[config.mk]
export PLATFORM = sky130hd
export DESIGN_NAME = writeback_queue
export DESIGN_NICKNAME = d
export VERILOG_FILES = /design/src/rtl/wb_pkg.sv /design/src/rtl/writeback_fifo.sv /design/src/rtl/writeback_queue.sv
export SDC_FILE = /design/constraint.sdc
export NUM_CORES = 1
export LEC_CHECK = 0
export ABC_CLOCK_PERIOD_IN_PS = 7700
export CAP_MARGIN = 20
export CORE_MARGIN = 5
export CORE_UTILIZATION = 45
export CTS_CLUSTER_SIZE = 16
export DETAILED_ROUTE_END_ITERATION = 8
export GPL_ROUTABILITY_DRIVEN = 0
export PLACE_DENSITY = 0.69
export SYNTH_ARGS = -nofsm -noshare
export SYNTH_HDL_FRONTEND = slang
export SYNTH_SLANG_ARGS = --single-unit
[constraint.sdc]
create_clock -name clk -period 7.7 [get_ports clk]
set_clock_uncertainty 0.05 [all_clocks]
set_input_delay 1.925 -clock clk [delete_from_list [all_inputs] [get_ports clk]]
set_output_delay 1.925 -clock clk [all_outputs]
set_load 0.02 [all_outputs]
[src/rtl/wb_pkg.sv]
// Shared widths, constants and entry type for the regfile writeback queue.
package wb_pkg;

    localparam int WORD_DEFAULT = 64;
    localparam int REG_ADDR_W   = 5;

    // Writes to the zero register are architecturally void and never queued.
    localparam logic [REG_ADDR_W-1:0] XZR = 5'd31;

    typedef struct packed {
        logic [REG_ADDR_W-1:0]   regnum;
        logic [WORD_DEFAULT-1:0] data;
    } wb_entry_t;

endpackage

[src/rtl/writeback_fifo.sv]
// In-order circular store of pending writebacks; every slot and its validity
// are exposed so the top level can run the forwarding search.
module writeback_fifo
    import wb_pkg::*;
#(
    parameter int WORD  = WORD_DEFAULT,
    parameter int DEPTH = 4,
    localparam int PTR_W = $clog2(DEPTH),
    localparam int CNT_W = PTR_W + 1
) (
    input  logic                  clk,
    input  logic                  reset,
    input  logic                  i_push,
    input  logic [REG_ADDR_W-1:0] i_reg,
    input  logic [WORD-1:0]       i_data,
    input  logic                  i_pop,
    output logic [CNT_W-1:0]      o_count,
    output logic [PTR_W-1:0]      o_head,
    output logic [REG_ADDR_W-1:0] o_entry_reg  [DEPTH],
    output logic [WORD-1:0]       o_entry_data [DEPTH],
    output logic [DEPTH-1:0]      o_entry_valid
);

    typedef struct packed {
        logic [REG_ADDR_W-1:0] regnum;
        logic [WORD-1:0]       data;
    } entry_t;

    entry_t           r_mem [DEPTH];
    logic [PTR_W-1:0] r_head;
    logic [PTR_W-1:0] r_tail;
    logic [CNT_W-1:0] r_count;

    // NOTE: the storage array has no reset; slot validity comes only from head and count.
    always_ff @(posedge clk) begin
        if (i_push) begin
            r_mem[r_tail] <= '{regnum: i_reg, data: i_data};
        end
    end

    // NOTE: non-blocking updates let push and pop read the same pre-edge pointers and count.
    always_ff @(posedge clk) begin
        if (reset) begin
            r_head  <= '0;
            r_tail  <= '0;
            r_count <= '0;
        end else begin
            if (i_push) begin
                r_tail <= r_tail + PTR_W'(1);
            end
            if (i_pop) begin
                r_head <= r_head + PTR_W'(1);
            end
            r_count <= r_count + CNT_W'(i_push) - CNT_W'(i_pop);
        end
    end

    // A slot is live when its distance from the head is below the occupancy.
    always_comb begin
        o_entry_valid = '0;
        for (int j = 0; j < DEPTH; j++) begin
            o_entry_valid[j] = {1'b0, PTR_W'(j) - r_head} < r_count;
            o_entry_reg[j]   = r_mem[j].regnum;
            o_entry_data[j]  = r_mem[j].data;
        end
    end

    assign o_count = r_count;
    assign o_head  = r_head;

    a_no_overflow:  assert property (@(posedge clk) disable iff (reset)
                                     !(i_push && !i_pop && r_count == CNT_W'(DEPTH)));
    a_no_underflow: assert property (@(posedge clk) disable iff (reset)
                                     !(i_pop && r_count == '0));
    a_count_range:  assert property (@(posedge clk) disable iff (reset)
                                     r_count <= CNT_W'(DEPTH));

endmodule

[src/rtl/writeback_queue.sv]
// Buffers execute/memory writebacks, drains one per clock onto the regfile
// write port and forwards the youngest pending value to readers.
module writeback_queue
    import wb_pkg::*;
#(
    parameter int WORD  = WORD_DEFAULT,
    parameter int DEPTH = 4
) (
    input  logic                    clk,
    input  logic                    reset,
    input  logic                    in_valid,
    output logic                    in_ready,
    input  logic [REG_ADDR_W-1:0]   in_register,
    input  logic [WORD-1:0]         in_data,
    input  logic                    drain_en,
    output logic [REG_ADDR_W-1:0]   write_register,
    output logic [WORD-1:0]         write_data,
    output logic                    reg_write,
    input  logic [REG_ADDR_W-1:0]   fwd_reg1,
    input  logic [REG_ADDR_W-1:0]   fwd_reg2,
    output logic                    fwd_hit1,
    output logic [WORD-1:0]         fwd_data1,
    output logic                    fwd_hit2,
    output logic [WORD-1:0]         fwd_data2,
    output logic [$clog2(DEPTH):0]  count
);

    localparam int PTR_W = $clog2(DEPTH);
    localparam int CNT_W = PTR_W + 1;

    typedef struct packed {
        logic            hit;
        logic [WORD-1:0] data;
    } fwd_t;

    logic [CNT_W-1:0]      w_count;
    logic [PTR_W-1:0]      w_head;
    logic [REG_ADDR_W-1:0] w_entry_reg  [DEPTH];
    logic [WORD-1:0]       w_entry_data [DEPTH];
    logic [DEPTH-1:0]      w_entry_valid;
    logic [PTR_W-1:0]      w_age_idx    [DEPTH];
    logic                  w_push;
    logic                  w_pop;
    fwd_t                  w_fwd1;
    fwd_t                  w_fwd2;

    logic                  r_reg_write;
    logic [REG_ADDR_W-1:0] r_write_register;
    logic [WORD-1:0]       r_write_data;

    // Readiness looks only at the registered count, so a full queue stalls even while draining.
    assign in_ready = w_count < CNT_W'(DEPTH);
    assign w_push   = in_valid && in_ready && (in_register != XZR);
    assign w_pop    = (w_count != '0) && drain_en;

    writeback_fifo #(
        .WORD  (WORD),
        .DEPTH (DEPTH)
    ) u_fifo (
        .clk           (clk),
        .reset         (reset),
        .i_push        (w_push),
        .i_reg         (in_register),
        .i_data        (in_data),
        .i_pop         (w_pop),
        .o_count       (w_count),
        .o_head        (w_head),
        .o_entry_reg   (w_entry_reg),
        .o_entry_data  (w_entry_data),
        .o_entry_valid (w_entry_valid)
    );

    always_ff @(posedge clk) begin
        if (reset) begin
            r_reg_write      <= 1'b0;
            r_write_register <= '0;
            r_write_data     <= '0;
        end else begin
            r_reg_write <= w_pop;
            if (w_pop) begin
                r_write_register <= w_entry_reg[w_head];
                r_write_data     <= w_entry_data[w_head];
            end
        end
    end

    // Physical slot of the i-th oldest entry.
    for (genvar i = 0; i < DEPTH; i++) begin : g_age
        assign w_age_idx[i] = w_head + PTR_W'(i);
    end

    // Scan oldest to youngest so a later match overrides; the output register ranks below all queued entries.
    function automatic fwd_t lookup(input logic [REG_ADDR_W-1:0] r);
        fwd_t res;
        res = '0;
        if (r != XZR) begin
            if (r_reg_write && r_write_register == r) begin
                res.hit  = 1'b1;
                res.data = r_write_data;
            end
            for (int i = 0; i < DEPTH; i++) begin
                if (w_entry_valid[w_age_idx[i]] && w_entry_reg[w_age_idx[i]] == r) begin
                    res.hit  = 1'b1;
                    res.data = w_entry_data[w_age_idx[i]];
                end
            end
        end
        return res;
    endfunction

    // NOTE: each lookup result is fully assigned on every pass, so no latch is inferred.
    always_comb begin
        w_fwd1 = lookup(fwd_reg1);
        w_fwd2 = lookup(fwd_reg2);
    end

    assign fwd_hit1       = w_fwd1.hit;
    assign fwd_data1      = w_fwd1.data;
    assign fwd_hit2       = w_fwd2.hit;
    assign fwd_data2      = w_fwd2.data;
    assign reg_write      = r_reg_write;
    assign write_register = r_write_register;
    assign write_data     = r_write_data;
    assign count          = w_count;

endmodule

**After elaboration in Yosys (flattened, before gate mapping)**

Memory sizes are Yosys's and may differ from the RTL's.
Cells that the tools add are included.

- Register bits: 77
- RAM bits: 276
- Bits of input ports: 83
- Output and inout bits: 204
- Logic and storage cells: 107
- Memories kept: 1

Memories:

| memory | depth | width | read ports | clocked after memory_dff | wr ports | line | RTL |
|---|---|---|---|---|---|---|---|
| u_fifo.r_mem | 4 | 69 | 4 | 0 | 1 | writeback_fifo.sv:29 | `entry_t r_mem [DEPTH];` |

- Add/subtract/negate cells: 10
- $lt $le $gt $ge: 13
- Equality and inequality tests: 13
- Multiplexer cells: 46
- Bitwise operators: 4
- Reduce and logical (&&, ||, !) cells: 14

Operators by type and width:

| kind | count |
|---|---|
| 2-to-1 mux 65 bit | 12 |
| binary-select mux 64 bit (select 2 bit) | 4 |
| 2-to-1 mux 64 bit | 8 |
| == test 5 bit | 10 |
| binary-select mux 5 bit (select 2 bit) | 4 |
| 2-to-1 mux 5 bit | 8 |
| != test 5 bit, second input constant | 3 |
| logical AND 1 bit | 13 |
| >= comparator 3 bit, second input constant | 4 |
| < comparator 2 x 3 -> 1 bit | 4 |
| < comparator 2 x 3 -> 1 bit, second input constant | 4 |
| NOT 2 -> 3 bit | 4 |
| binary-select mux 1 bit (select 2 bit) | 4 |
| 2-to-1 mux 1 bit | 6 |
| adder 2 x 1 -> 2 bit, second input constant | 2 |
| adder 2 bit, second input constant | 2 |
| subtractor 1 x 2 -> 2 bit, first input constant | 2 |
| subtractor 2 bit, first input constant | 2 |
| adder 3 x 1 -> 3 bit | 1 |
| < comparator 3 bit, second input constant | 1 |
| nonzero test 3 bit | 1 |
| subtractor 3 x 1 -> 3 bit | 1 |

**Logic depth before layout (Yosys ltp)**

- Word-level depth: 11
- Mapped depth: 21
- Gate-level depth less buffers: 10

**By module**

Synthesis repeated with hierarchy kept, for this count alone.

- Cells, all modules: 2,771
- Area, all modules: 25,858.6 µm²

By module, submodules not included:

| module | instances | cells an instance | area each (µm²) | sequential area each (µm²) |
|---|---|---|---|---|
| writeback_queue | 1 | 2,439 | 17,057.6 | 1,401.3 |
| writeback_fifo | 1 | 332 | 8,800.9 | 8,428.1 |

**Worst setup path before layout**

Ideal clock, no wire load.

- Path kind: register -> output
- From: register u_fifo.r_head[1] (netlist: u_fifo.o_head[1])
- To: output port fwd_data2[47]
- Arrival: 4.493 ns
- Path slack: 1.232 ns
- Stages on the path, launching flop included: 22
- Buffers on the path: 11
- Path through: dfxtp_1 -> buf_4 -> buf_6 -> buf_6 -> buf_2 -> buf_4 -> buf_2 -> buf_2 -> buf_2 -> xnor2_1 -> inv_1 -> ha_1 -> nor2_1 -> mux4_2 -> nor2_1 -> or4_1 -> clkbuf_1 -> o21ai_2 -> or2_1 -> buf_2 -> buf_4 -> o31ai_1

RTL lines:

| item | line | RTL |
|---|---|---|
| start, declared | writeback_fifo.sv:30 | `logic [PTR_W-1:0] r_head;` |
| start signal, assigned | writeback_fifo.sv:52 | `r_head <= r_head + PTR_W'(1);` |
| end, declared | writeback_queue.sv:24 | `output logic [WORD-1:0] fwd_data2,` |

**Worst setup path after layout**

- From: input port fwd_reg2[0]
- To: output port fwd_data2[3]

- Longest elaborated chain between the ends: 8

Ends and longest elaborated chain:

| item | line | RTL |
|---|---|---|
| start, declared | writeback_queue.sv:20 | `input logic [REG_ADDR_W-1:0] fwd_reg2,` |
| == test 5 bit | writeback_queue.sv:97 | `if (r_reg_write && r_write_register == r) begin` |
| logical AND 1 bit | writeback_queue.sv:97 |  |
| 2-to-1 mux 65 bit | writeback_queue.sv:97 |  |
| 2-to-1 mux 65 bit (4 in series) | writeback_queue.sv:102 | `if (w_entry_valid[w_age_idx[i]] && w_entry_reg[w_age_idx[i]] == r) begin` |
| 2-to-1 mux 65 bit * | writeback_queue.sv:96 | `if (r != XZR) begin` |

Mark *: on every way between the ends. The rest lies on a longest branch, timed or not.

==> flow_summary.ini <==
[outcome]
status = finished clean

[final_layout]
nNetsFinal = 2224
synthToLayoutAreaGrowth_pct = 21.7
nFillCells = 4127
drive_above_1_share = 0.187

[clock_network]
holdBufCountCts = 0
root_buffer = clkbuf_16
cts_tree = built
clkLatencyLatePin_ps = 570
htree_levels = 2
clk_pin_slew_worst_paths_ps = 60
clockBufferDepth = 3
clock-sinks = 353
postCtsSetupBuffers = 0
cts_inserted_buffers = 41
cts_resized = 0

[yosys]
yosysTopAreaCell = edfxtp_1
syn_area_per_cell_um2 = 11.8
syn-num-nets = 2050
synth_cell_type_count = 53
yosysWarnings = 0
synth_top_area_share = 0.360
async_flop_share = 0
synth-seq-cells = 353
ys.flop_type = edfxtp_1
ys_seq_area_frac = 0.426
synth_common_cells = 276 x edfxtp_1, 231 x mux4_2, 174 x a21oi_1
yosys.cell_count.top_type = edfxtp_1
synth.area.top_cells = edfxtp_1 36%, mux4_2 23%, dfxtp_1 6.7%, a21oi_1 3.8%, nor2_1 2.8%
syn_inst = 1956
synth_edf_count = 276
netlist_area_mm2 = 0.0231

[timing]
max_slew_margin = 0.171
fin_ws_ps = 226
finalMaxSlewViolations = 0
hold_viol = 0
min_period_ps = 7470
setup_viol = 0
rsz0062_at_grt = false
fin_setup_tns_ps = 0
fmax_ghz = 0.134
worst_slew_pin_slew_ps = 1240
finalCritPeriodShare = 0.971

[critical_path]
r2r_start = u_fifo.o_head[1]
endpoint_kind = output pin
r2r-end = write_data[26]
crit_type = in -> out
reg2reg_depth = 5
r2r_slack_ps = 4530
arrival_ps = 5500
worst_setup_path_start_kind = primary input
crit_fanout = 45
cp_data_required_time_ps = 5730

[die]
die_y_um = 236
io_pins = 287
die_width_um = 236
die_area_mm2 = 0.0558
num_rows = 83
core_area_mm2 = 0.0510
initial_core_util = 0.452

[min_path]
holdPathEnd = write_data[34]
hold_start = write_data[34]
holdPathStages = 2
min_path_type = reg -> reg

[global_routing]
grt_pass1_vias = 19700
grt_pass1_wl_mm = 119
grt_usage = 0.271
grt_max_degree = 179
antenna_found_initial = 10
grt_overflow = 0

[drt]
dr_wl_met3_mm = 9.44
wire_per_inst_um = 27.8
dr.pass1.iters = 9
drc = 0
num_vias = 20000
met1_length_mm = 28.5
wl_met2_mm = 37.0
via_per_inst = 7.04
wirelength_mm = 79.2
routed.top_layer = met5
first_iter_violations = 2626
ant_nets = 0

[power_and_ir_drop]
power.total_mw = 8.64
p_leak_nw = 8.58
vdd_drop_max_mv = 0.213
powerDensity_mw_per_mm2 = 308

[run]
drv_cap = 0

[placed_design]
dpl.hpwl_mm = 47.4
numPortBuffers = 286
pre_cts_slack_ps = 363
[how the worst max path moves through the flow]
stage                startpoint            end  slack, ps
5_1_grt             fwd_reg2[0]   fwd_data2[3]        180
4_1_cts             fwd_reg2[0]  fwd_data2[60]        360
3_5_place_dp        fwd_reg2[0]  fwd_data2[60]        360
6_report            fwd_reg2[0]   fwd_data2[3]        230
3_3_place_gp        fwd_reg2[4]   fwd_data2[2]        450
2_1_floorplan  u_fifo.o_head[1]  fwd_data2[47]       1230
[registers in the layout, summed over array words and instances (netlist names)]
register	cells
u_fifo.r_mem	276
write_data	64
write_register	5
u_fifo.o_count	3
u_fifo.o_head	2
u_fifo.r_tail	2
reg_write	1
[cells in the final DEF, fill, tap and decap left out, types with 34 or more instances in the layout]
master / instances
o31ai_1: 64
a21oi_1: 174
a32oi_1: 65
mux2i_1: 35
o21ai_0: 109
nor2_1: 165
clkdlybuf4s50_1: 285
dfxtp_1: 75
a221oi_1: 45
a22oi_1: 44
edfxtp_1: 276
o21ai_1: 40
buf_4: 40
clkbuf_16: 42
mux4_2: 231
a221o_1: 44
xnor2_1: 34
nand2_1: 145
[metrics by stage]
step / hold slack (ps) / instances / area, um^2 / utilization
2_1_floorplan: 488 / 1956 / 23100 / -
3_3_place_gp: 423 / 2767 / 26700 / 0.523
3_5_place_dp: 430 / 2767 / 26700 / 0.523
4_1_cts: 438 / 2841 / 28000 / 0.550
5_1_grt: 459 / 2845 / 28100 / 0.550
6_report: 439 / 2846 / 28100 / 0.550
[worst max-delay path: stages]
cell	delay [ps]
clkdlybuf4s50_1	670
nand2b_1	280
mux2_2	300
a21oi_1	190
o211ai_1	200
nor2_4	150
buf_12	320
a221oi_1	130
o31ai_1	580
clkdlybuf4s50_1	730
[report_power, final]
part	switching, mW	total [mW]	leakage (nW)	internal (mW)
registers	0.274	2.60	3.15	2.32
logic	2.28	4.03	4.75	1.75
clock network	0.802	2.01	0.678	1.21
[kinds of logic (layout without fill, tap and decap cells)]
group,after synthesis,after routing,synth area share
fa+ha+maj,11,11,0.00630
buf+inv,226,431,0.0418
simple gates,423,423,0.0805
xor+xnor,58,58,0.0220
compound gates,596,596,0.171
other cells,0,5,0
flops,353,353,0.426
mux,289,289,0.252
[layer usage]
| metal | track usage | vias to the layer above |
|---|---|---|
| met4 | 0.143 | 10 |
| met5 | 0 | - |
| met3 | 0.0626 | 365 |
| met2 | 0.434 | 1606 |
| met1 | 0.344 | 9786 |
| li1 | - | 8274 |
[layout make-up]
type | count | area (um^2) | area share
tap | 680 | 851 | 0.0303
multi-input combinational | 1377 | 12400 | 0.441
sequential | 353 | 9840 | 0.351
clock buffer | 51 | 1090 | 0.0390
timing repair buffer | 345 | 3550 | 0.127
inverter | 12 | 45.0 | 0.00161
clock inverter | 23 | 282 | 0.0100
antenna | 5 | 12.5 | 0.000446
(Power assumes the default switching activity.)
